<file path="src/rtl/rr_bus_arbiter_if.sv">
`default_nettype none
// ============================================================================
// rr_bus_arbiter_if
// Bundles the per-core request/access signals and the shared data-memory
// port served by rr_bus_arbiter.
// Revision: 1.0
// ============================================================================
interface rr_bus_arbiter_if #(
  parameter int N_CORES = 4,
  parameter int ADDR_W  = 30,
  parameter int DATA_W  = 32
);
  localparam int BE_W = DATA_W / 8;

  // core side
  logic [N_CORES-1:0]        D_Bus_RQ;
  logic [N_CORES-1:0]        Core_Read;
  logic [N_CORES*BE_W-1:0]   Core_Write;
  logic [N_CORES*ADDR_W-1:0] Core_Address;
  logic [N_CORES*DATA_W-1:0] Core_WData;
  logic [N_CORES-1:0]        D_Bus_GRANT;

  // memory side
  logic                      DataMem_Ready;
  logic                      DataMem_Read;
  logic [BE_W-1:0]           DataMem_Write;
  logic [ADDR_W-1:0]         DataMem_Address;
  logic [DATA_W-1:0]         DataMem_Out;
  logic                      Arb_Timeout;

  // cores and memory: drive requests and ready, observe grant and the bus
  modport master (
    output D_Bus_RQ, Core_Read, Core_Write, Core_Address, Core_WData,
    output DataMem_Ready,
    input  D_Bus_GRANT, DataMem_Read, DataMem_Write, DataMem_Address,
    input  DataMem_Out, Arb_Timeout
  );

  // arbiter: observes requests and ready, drives grant and the bus
  modport slave (
    input  D_Bus_RQ, Core_Read, Core_Write, Core_Address, Core_WData,
    input  DataMem_Ready,
    output D_Bus_GRANT, DataMem_Read, DataMem_Write, DataMem_Address,
    output DataMem_Out, Arb_Timeout
  );
endinterface
`default_nettype wire

</file>
<file path="src/rtl/rr_bus_arbiter.sv">
`default_nettype none
// ============================================================================
// rr_bus_arbiter
// Round-robin arbiter giving N_CORES cores exclusive use of one data-memory
// port. Non-preemptive: the owner keeps the bus until it drops its request.
// Optional watchdog enabled by defining ARB_TIMEOUT_EN.
// Revision: 1.0
// ============================================================================
module rr_bus_arbiter #(
  parameter int N_CORES     = 4,
  parameter int ADDR_W      = 30,
  parameter int DATA_W      = 32,
  parameter int TIMEOUT_CYC = 64
) (
  input  logic           clock,
  input  logic           reset,
  rr_bus_arbiter_if.slave bus
);
  localparam int BE_W = DATA_W / 8;
  localparam int OW   = (N_CORES > 1) ? $clog2(N_CORES) : 1;

  if (N_CORES < 2 || N_CORES > 16 || TIMEOUT_CYC < 2 || TIMEOUT_CYC > 65535 ||
      (DATA_W % 8) != 0) begin : g_param_check
    $error("rr_bus_arbiter: parameter out of legal range");
  end

  typedef enum logic [1:0] {
    IDLE   = 2'd0,
    ACCESS = 2'd1,
    DONE   = 2'd2
  } state_t;

  state_t        state, state_nx;
  logic [OW-1:0] owner, owner_nx;
  logic [OW-1:0] last_win, last_win_nx;
  logic [OW-1:0] pick;
  logic          found;
  logic          owner_rq;
  logic          timeout_hit;

  assign owner_rq = bus.D_Bus_RQ[owner];

  // first requester scanning upward from the core after the last winner
  always_comb begin
    pick  = '0;
    found = 1'b0;
    for (int i = 1; i <= N_CORES; i++) begin
      if (!found && bus.D_Bus_RQ[(int'(last_win) + i) % N_CORES]) begin
        found = 1'b1;
        pick  = OW'((int'(last_win) + i) % N_CORES);
      end
    end
  end

  // state, owner and rotation pointer registers
  always_ff @(posedge clock or negedge reset) begin
    if (!reset) begin
      state    <= IDLE;
      owner    <= '0;
      last_win <= OW'(N_CORES - 1);
    end else begin
      state    <= state_nx;
      owner    <= owner_nx;
      last_win <= last_win_nx;
    end
  end

  // next state: an owner dropping its request always releases the bus,
  // even if memory completes in the same cycle
  always_comb begin
    state_nx    = state;
    owner_nx    = owner;
    last_win_nx = last_win;
    unique case (state)
      IDLE: begin
        if (found) begin
          state_nx = ACCESS;
          owner_nx = pick;
        end
      end
      ACCESS: begin
        if (!owner_rq) begin
          state_nx    = IDLE;
          last_win_nx = owner;
        end else if (bus.DataMem_Ready || timeout_hit) begin
          state_nx = DONE;
        end
      end
      DONE: begin
        if (!owner_rq) begin
          state_nx    = IDLE;
          last_win_nx = owner;
        end
      end
      default: state_nx = IDLE;
    endcase
  end

  // grant follows ownership; memory strobes only while the access is open
  always_comb begin
    bus.D_Bus_GRANT     = '0;
    bus.DataMem_Read    = 1'b0;
    bus.DataMem_Write   = '0;
    bus.DataMem_Address = '0;
    bus.DataMem_Out     = '0;
    if (state != IDLE) begin
      bus.D_Bus_GRANT[owner] = 1'b1;
    end
    if (state == ACCESS) begin
      bus.DataMem_Read    = bus.Core_Read[owner];
      bus.DataMem_Write   = bus.Core_Write[int'(owner)*BE_W +: BE_W];
      bus.DataMem_Address = bus.Core_Address[int'(owner)*ADDR_W +: ADDR_W];
      bus.DataMem_Out     = bus.Core_WData[int'(owner)*DATA_W +: DATA_W];
    end
  end

`ifdef ARB_TIMEOUT_EN
  localparam logic [15:0] TO_LAST = 16'(TIMEOUT_CYC - 1);

  logic [15:0] wd_cnt;
  logic        timeout_q;
  logic        timeout_nx;

  assign timeout_hit = (wd_cnt == TO_LAST);
  assign timeout_nx  = (state == ACCESS) && owner_rq && !bus.DataMem_Ready &&
                       timeout_hit;

  // watchdog: ACCESS is only entered from IDLE, so clearing in IDLE
  // starts every access at zero
  always_ff @(posedge clock or negedge reset) begin
    if (!reset) begin
      wd_cnt    <= '0;
      timeout_q <= 1'b0;
    end else begin
      timeout_q <= timeout_nx;
      if (state == IDLE) begin
        wd_cnt <= '0;
      end else if (state == ACCESS && !bus.DataMem_Ready) begin
        wd_cnt <= wd_cnt + 16'd1;
      end
    end
  end

  assign bus.Arb_Timeout = timeout_q;
`else
  assign timeout_hit     = 1'b0;
  assign bus.Arb_Timeout = 1'b0;
`endif

endmodule
`default_nettype wire

</file>
<file path="src/flat_wrapper.sv">
// flat-port wrapper written by rule: the top's interface ports become plain ports
module rr_bus_arbiter_flat 
#(
  parameter int N_CORES     = 4,
  parameter int ADDR_W      = 30,
  parameter int DATA_W      = 32,
  parameter int TIMEOUT_CYC = 64
)
  (clock, reset, bus_D_Bus_RQ, bus_Core_Read, bus_Core_Write, bus_Core_Address, bus_Core_WData, bus_DataMem_Ready, bus_D_Bus_GRANT, bus_DataMem_Read, bus_DataMem_Write, bus_DataMem_Address, bus_DataMem_Out, bus_Arb_Timeout);
  rr_bus_arbiter_if #(.N_CORES(N_CORES), .ADDR_W(ADDR_W), .DATA_W(DATA_W)) bus_i ();
  input  logic clock;
  input  logic reset;
  input wire logic [$bits(bus_i.D_Bus_RQ)-1:0] bus_D_Bus_RQ;
  input wire logic [$bits(bus_i.Core_Read)-1:0] bus_Core_Read;
  input wire logic [$bits(bus_i.Core_Write)-1:0] bus_Core_Write;
  input wire logic [$bits(bus_i.Core_Address)-1:0] bus_Core_Address;
  input wire logic [$bits(bus_i.Core_WData)-1:0] bus_Core_WData;
  input wire logic [$bits(bus_i.DataMem_Ready)-1:0] bus_DataMem_Ready;
  output wire logic [$bits(bus_i.D_Bus_GRANT)-1:0] bus_D_Bus_GRANT;
  output wire logic [$bits(bus_i.DataMem_Read)-1:0] bus_DataMem_Read;
  output wire logic [$bits(bus_i.DataMem_Write)-1:0] bus_DataMem_Write;
  output wire logic [$bits(bus_i.DataMem_Address)-1:0] bus_DataMem_Address;
  output wire logic [$bits(bus_i.DataMem_Out)-1:0] bus_DataMem_Out;
  output wire logic [$bits(bus_i.Arb_Timeout)-1:0] bus_Arb_Timeout;
  assign bus_i.D_Bus_RQ = bus_D_Bus_RQ;
  assign bus_i.Core_Read = bus_Core_Read;
  assign bus_i.Core_Write = bus_Core_Write;
  assign bus_i.Core_Address = bus_Core_Address;
  assign bus_i.Core_WData = bus_Core_WData;
  assign bus_i.DataMem_Ready = bus_DataMem_Ready;
  assign bus_D_Bus_GRANT = bus_i.D_Bus_GRANT;
  assign bus_DataMem_Read = bus_i.DataMem_Read;
  assign bus_DataMem_Write = bus_i.DataMem_Write;
  assign bus_DataMem_Address = bus_i.DataMem_Address;
  assign bus_DataMem_Out = bus_i.DataMem_Out;
  assign bus_Arb_Timeout = bus_i.Arb_Timeout;
  rr_bus_arbiter #(.N_CORES(N_CORES), .ADDR_W(ADDR_W), .DATA_W(DATA_W), .TIMEOUT_CYC(TIMEOUT_CYC)) u_core (.clock(clock), .reset(reset), .bus(bus_i));
endmodule
</file>
<file path="config.mk">
export PLATFORM = sky130hd
export DESIGN_NAME = rr_bus_arbiter_flat
export DESIGN_NICKNAME = d
export VERILOG_FILES = /design/src/rtl/rr_bus_arbiter_if.sv /design/src/rtl/rr_bus_arbiter.sv /design/src/flat_wrapper.sv
export SDC_FILE = /design/constraint.sdc
export NUM_CORES = 1
export LEC_CHECK = 0
export ABC_AREA = 0
export CAP_MARGIN = 25
export CORE_AREA = 2 2 136 138
export DETAILED_ROUTE_END_ITERATION = 6
export DIE_AREA = 0 0 138 140
export DONT_BUFFER_PORTS = 1
export GPL_TIMING_DRIVEN = 0
export MAX_ROUTING_LAYER = met4
export SYNTH_ARGS = -nofsm -noshare
export SYNTH_HDL_FRONTEND = slang
export SYNTH_SLANG_ARGS = --single-unit
export TNS_END_PERCENT = 1
</file>
<file path="constraint.sdc">
create_clock -name clock -period 1.6 [get_ports clock]
set_input_delay 0.16 -clock clock [delete_from_list [all_inputs] [get_ports clock]]
set_output_delay 0.16 -clock clock [all_outputs]
set_load 0.02 [all_outputs]
</file>
==> reports/summary.txt <==
Status: finished, violations left
Violated checks: negative setup slack
Worst skew pair latency: 240 ps
Prevailing post-synth register cell: dfrtp_1
Final period utilization: 120%
RSZ-0062 raised after global routing: true
Peak VDD IR: 0.970 mV
I/O pin count: 347
First-pass GRT wire length: 17.6 mm
Cell variety after synth: 31
Final #Nets: 495
CP Launch Point: u_core.owner[0]$_DFFE_PN0P_
Post-synth top cells: 69 x and2_1, 68 x mux4_2, 14 x clkbuf_1
Final setup margin: -314 ps
Drt first pass iters: 6
Leading area contributor after synthesis: mux4_2
Clock transition at the registers of the reported paths: 40 ps
Core area: 17800 µm²
Total Routing Usage GR: 12.7%
Final setup vio count: 70
Grt ovf: 0
Initial antenna violation count: 10
Sum of negative setup slack: -17170 ps
Final Max Slew Viols: 0
CP max-delay cell: mux4_2
CTS tree: done
Vias/cell: 4.89
Vias in the first global route: 2450
HPWL after detailed placement: 11.7 mm
Worst R2R Path Depth: 5
#FFs+latches synth: 6
Final Non-Filler Cells: 456
Routability cong.: 0.827
Hold_ws: 103 ps
Most frequent cell after synthesis: and2_1
Met1 Usage GRT: 14.0%
Post-route ant nets: 0
WS Path Type: flip-flop to output port
Final instance area: 3370 µm²
Port Buffer Count: 0
Layout cell share with drive strength beyond 1: 72.7%
CP Launch Type: flip-flop
HP Start: bus_DataMem_Ready
Max Cap Violations: 0
Fillers: 1932
Hold Path Stages: 2
Largest net degree at the start of global routing: 11
GRT met3 Usage: 3.79%
Grt met2 use: 21.7%
Slew @ Worst Pin: 630 ps
Max H-tree Level: 1
Area Overhead vs Synth: 32.0%
Asr flop ratio synth: 100%
Synth area leaders: mux4_2 60%, and2_1 17%, dfrtp_1 3.9%
Synth top area share: 60.0%
FP Rows: 49
Crit path max fanout: 7
Synth Cell Area: 2550 µm²
Drt wl/cell: 29.3 µm
Power Dens Cells: 2410 nW/µm²
Syn Inst Count: 205
Via count: 2228
P_leak: 1.17 nW
Die Span X: 138 µm
Starting Density: 14.3%
Largest stage delay, worst path: 500 ps
Reg2reg start: u_core.owner[0]$_DFFE_PN0P_
Most used routing layer in global routing: met2
Post-synthesis sequential area ratio: 5.98%
Die H: 140 µm
Synthesized Nets: 483
Post-Place Cells: 434
CTS sink cnt: 6
Crit-path cells: buf_12 > clkbuf_16 > mux4_2 > and2_1
Final Hold Fails: 0
Post-DP Area: 2840 µm²
Starting DRC count in detailed routing: 123
Clock Path Buffers: 2
Crit path DAT: 1750 ps
Fmax: 522 MHz
Worst Setup End Kind: output port
EDFF count, synth: 0
Post-Syn Area per Cell: 12.4 µm²
Required time worst endpoint: 1440 ps
TritonCTS buffer count: 3
Hold Crit Class: primary input to flip-flop
Yosys warns: 0
Final WL: 13.3 mm
Min cycle time layout: 1910 ps
Utilization after layout: 18.9%
Die area: 19300 µm²
Clk root buf: clkbuf_16
Remaining DRCs: 0
Relative slew margins: 57.5%
Worst Clk Skew: 4.64 ps
## placed cells by master, fill, tap and decap left out, drive strengths merged, types with 2 or more instances in the layout
master / n
mux4: 68
nand3: 2
clkbuf: 17
nand2b: 5
and2: 69
diode: 11
a21oi: 2
mux2: 2
o21ai: 2
dfstp: 2
o41ai: 2
ha: 3
dfrtp: 4
nand2: 2
buf: 17
nor3b: 2
inv: 3
## state kept, by name, indices dropped and copies added (netlist names)
name             count
u_core.last_win      2
u_core.owner         2
u_core.state         2
## logic make-up (layout without fill, tap and decap cells)
kind of cell | count (synthesis) | in the layout | share of synthesized area (%)
AND/OR/NAND/NOR | 86 | 86 | 21.1
multiplexers | 71 | 71 | 61.6
buffers and inverters | 27 | 38 | 6.47
AO/OA/AOI/OAI | 11 | 11 | 3.19
flip-flops | 6 | 6 | 5.98
adder cells (fa/ha/maj) | 3 | 3 | 1.47
other | 1 | 12 | 0.147
## area by class of cell
type / instances / area [µm²] / share of cell area [%]
timing repair buffer: 7 / 144 / 4.27
antenna: 11 / 27.5 / 0.818
sequential: 6 / 154 / 4.57
multi-input combinational: 172 / 2400 / 71.3
buffer: 24 / 265 / 7.88
inverter: 3 / 11.3 / 0.334
tap: 229 / 287 / 8.51
clock buffer: 4 / 78.8 / 2.34
## repair_timing
action,4_1_cts,5_1_grt
gates resized for setup,93,54
setup endpoints to repair,73,75
hold buffers,1,0
endpoints found under the hold margin,6,0
cloned,1,3
pin swaps,9,12
setup buffers,2,0
## worst max-delay path, delay by kind of cell, from the launching register on
kind,cells,cell delay (ps)
muxes,1,500
DFF,1,400
buffers and inverters,2,350
and+or+nand+nor,1,260
## layer usage
metal | share of wire [%] | up-vias
li1 | - | 868
met1 | 36 | 1112
met2 | 51 | 221
met3 | 9.6 | 27
met4 | 3.4 | 0
met5 | 0 | -
## final timing paths
check | slack (ps) | end
worst max register to register | -130 | u_core.last_win[1]$_DFFE_PN1P_
max in group asynchronous | 1090 | u_core.last_win[0]$_DFFE_PN1P_
worst max-delay path | -310 | bus_DataMem_Out[31]
worst min register to register | 610 | u_core.state[1]$_DFFE_PN0P_
worst min-delay path | 100 | u_core.state[1]$_DFFE_PN0P_
min in group asynchronous | 230 | u_core.state[1]$_DFFE_PN0P_
## where the power goes
group          internal [mW]  leakage, nW  switching, mW  total, mW
Sequential             0.251       0.0687         0.0866      0.338
Clock                  0.332       0.0382         0.0987      0.430
Combinational           3.61         1.07           3.74       7.35
Total                   4.20         1.17           3.92       8.12
## per-stage QoR
stage               total power, mW  setup WS (ps)
detailed placement             6.29           -707
finish                         8.12           -314
global route                   8.55           -353
global placement               6.18           -619
floorplan                      5.27           16.1
CTS                            7.58           -330
No activity file was read; power rests on OpenSTA's default activity.
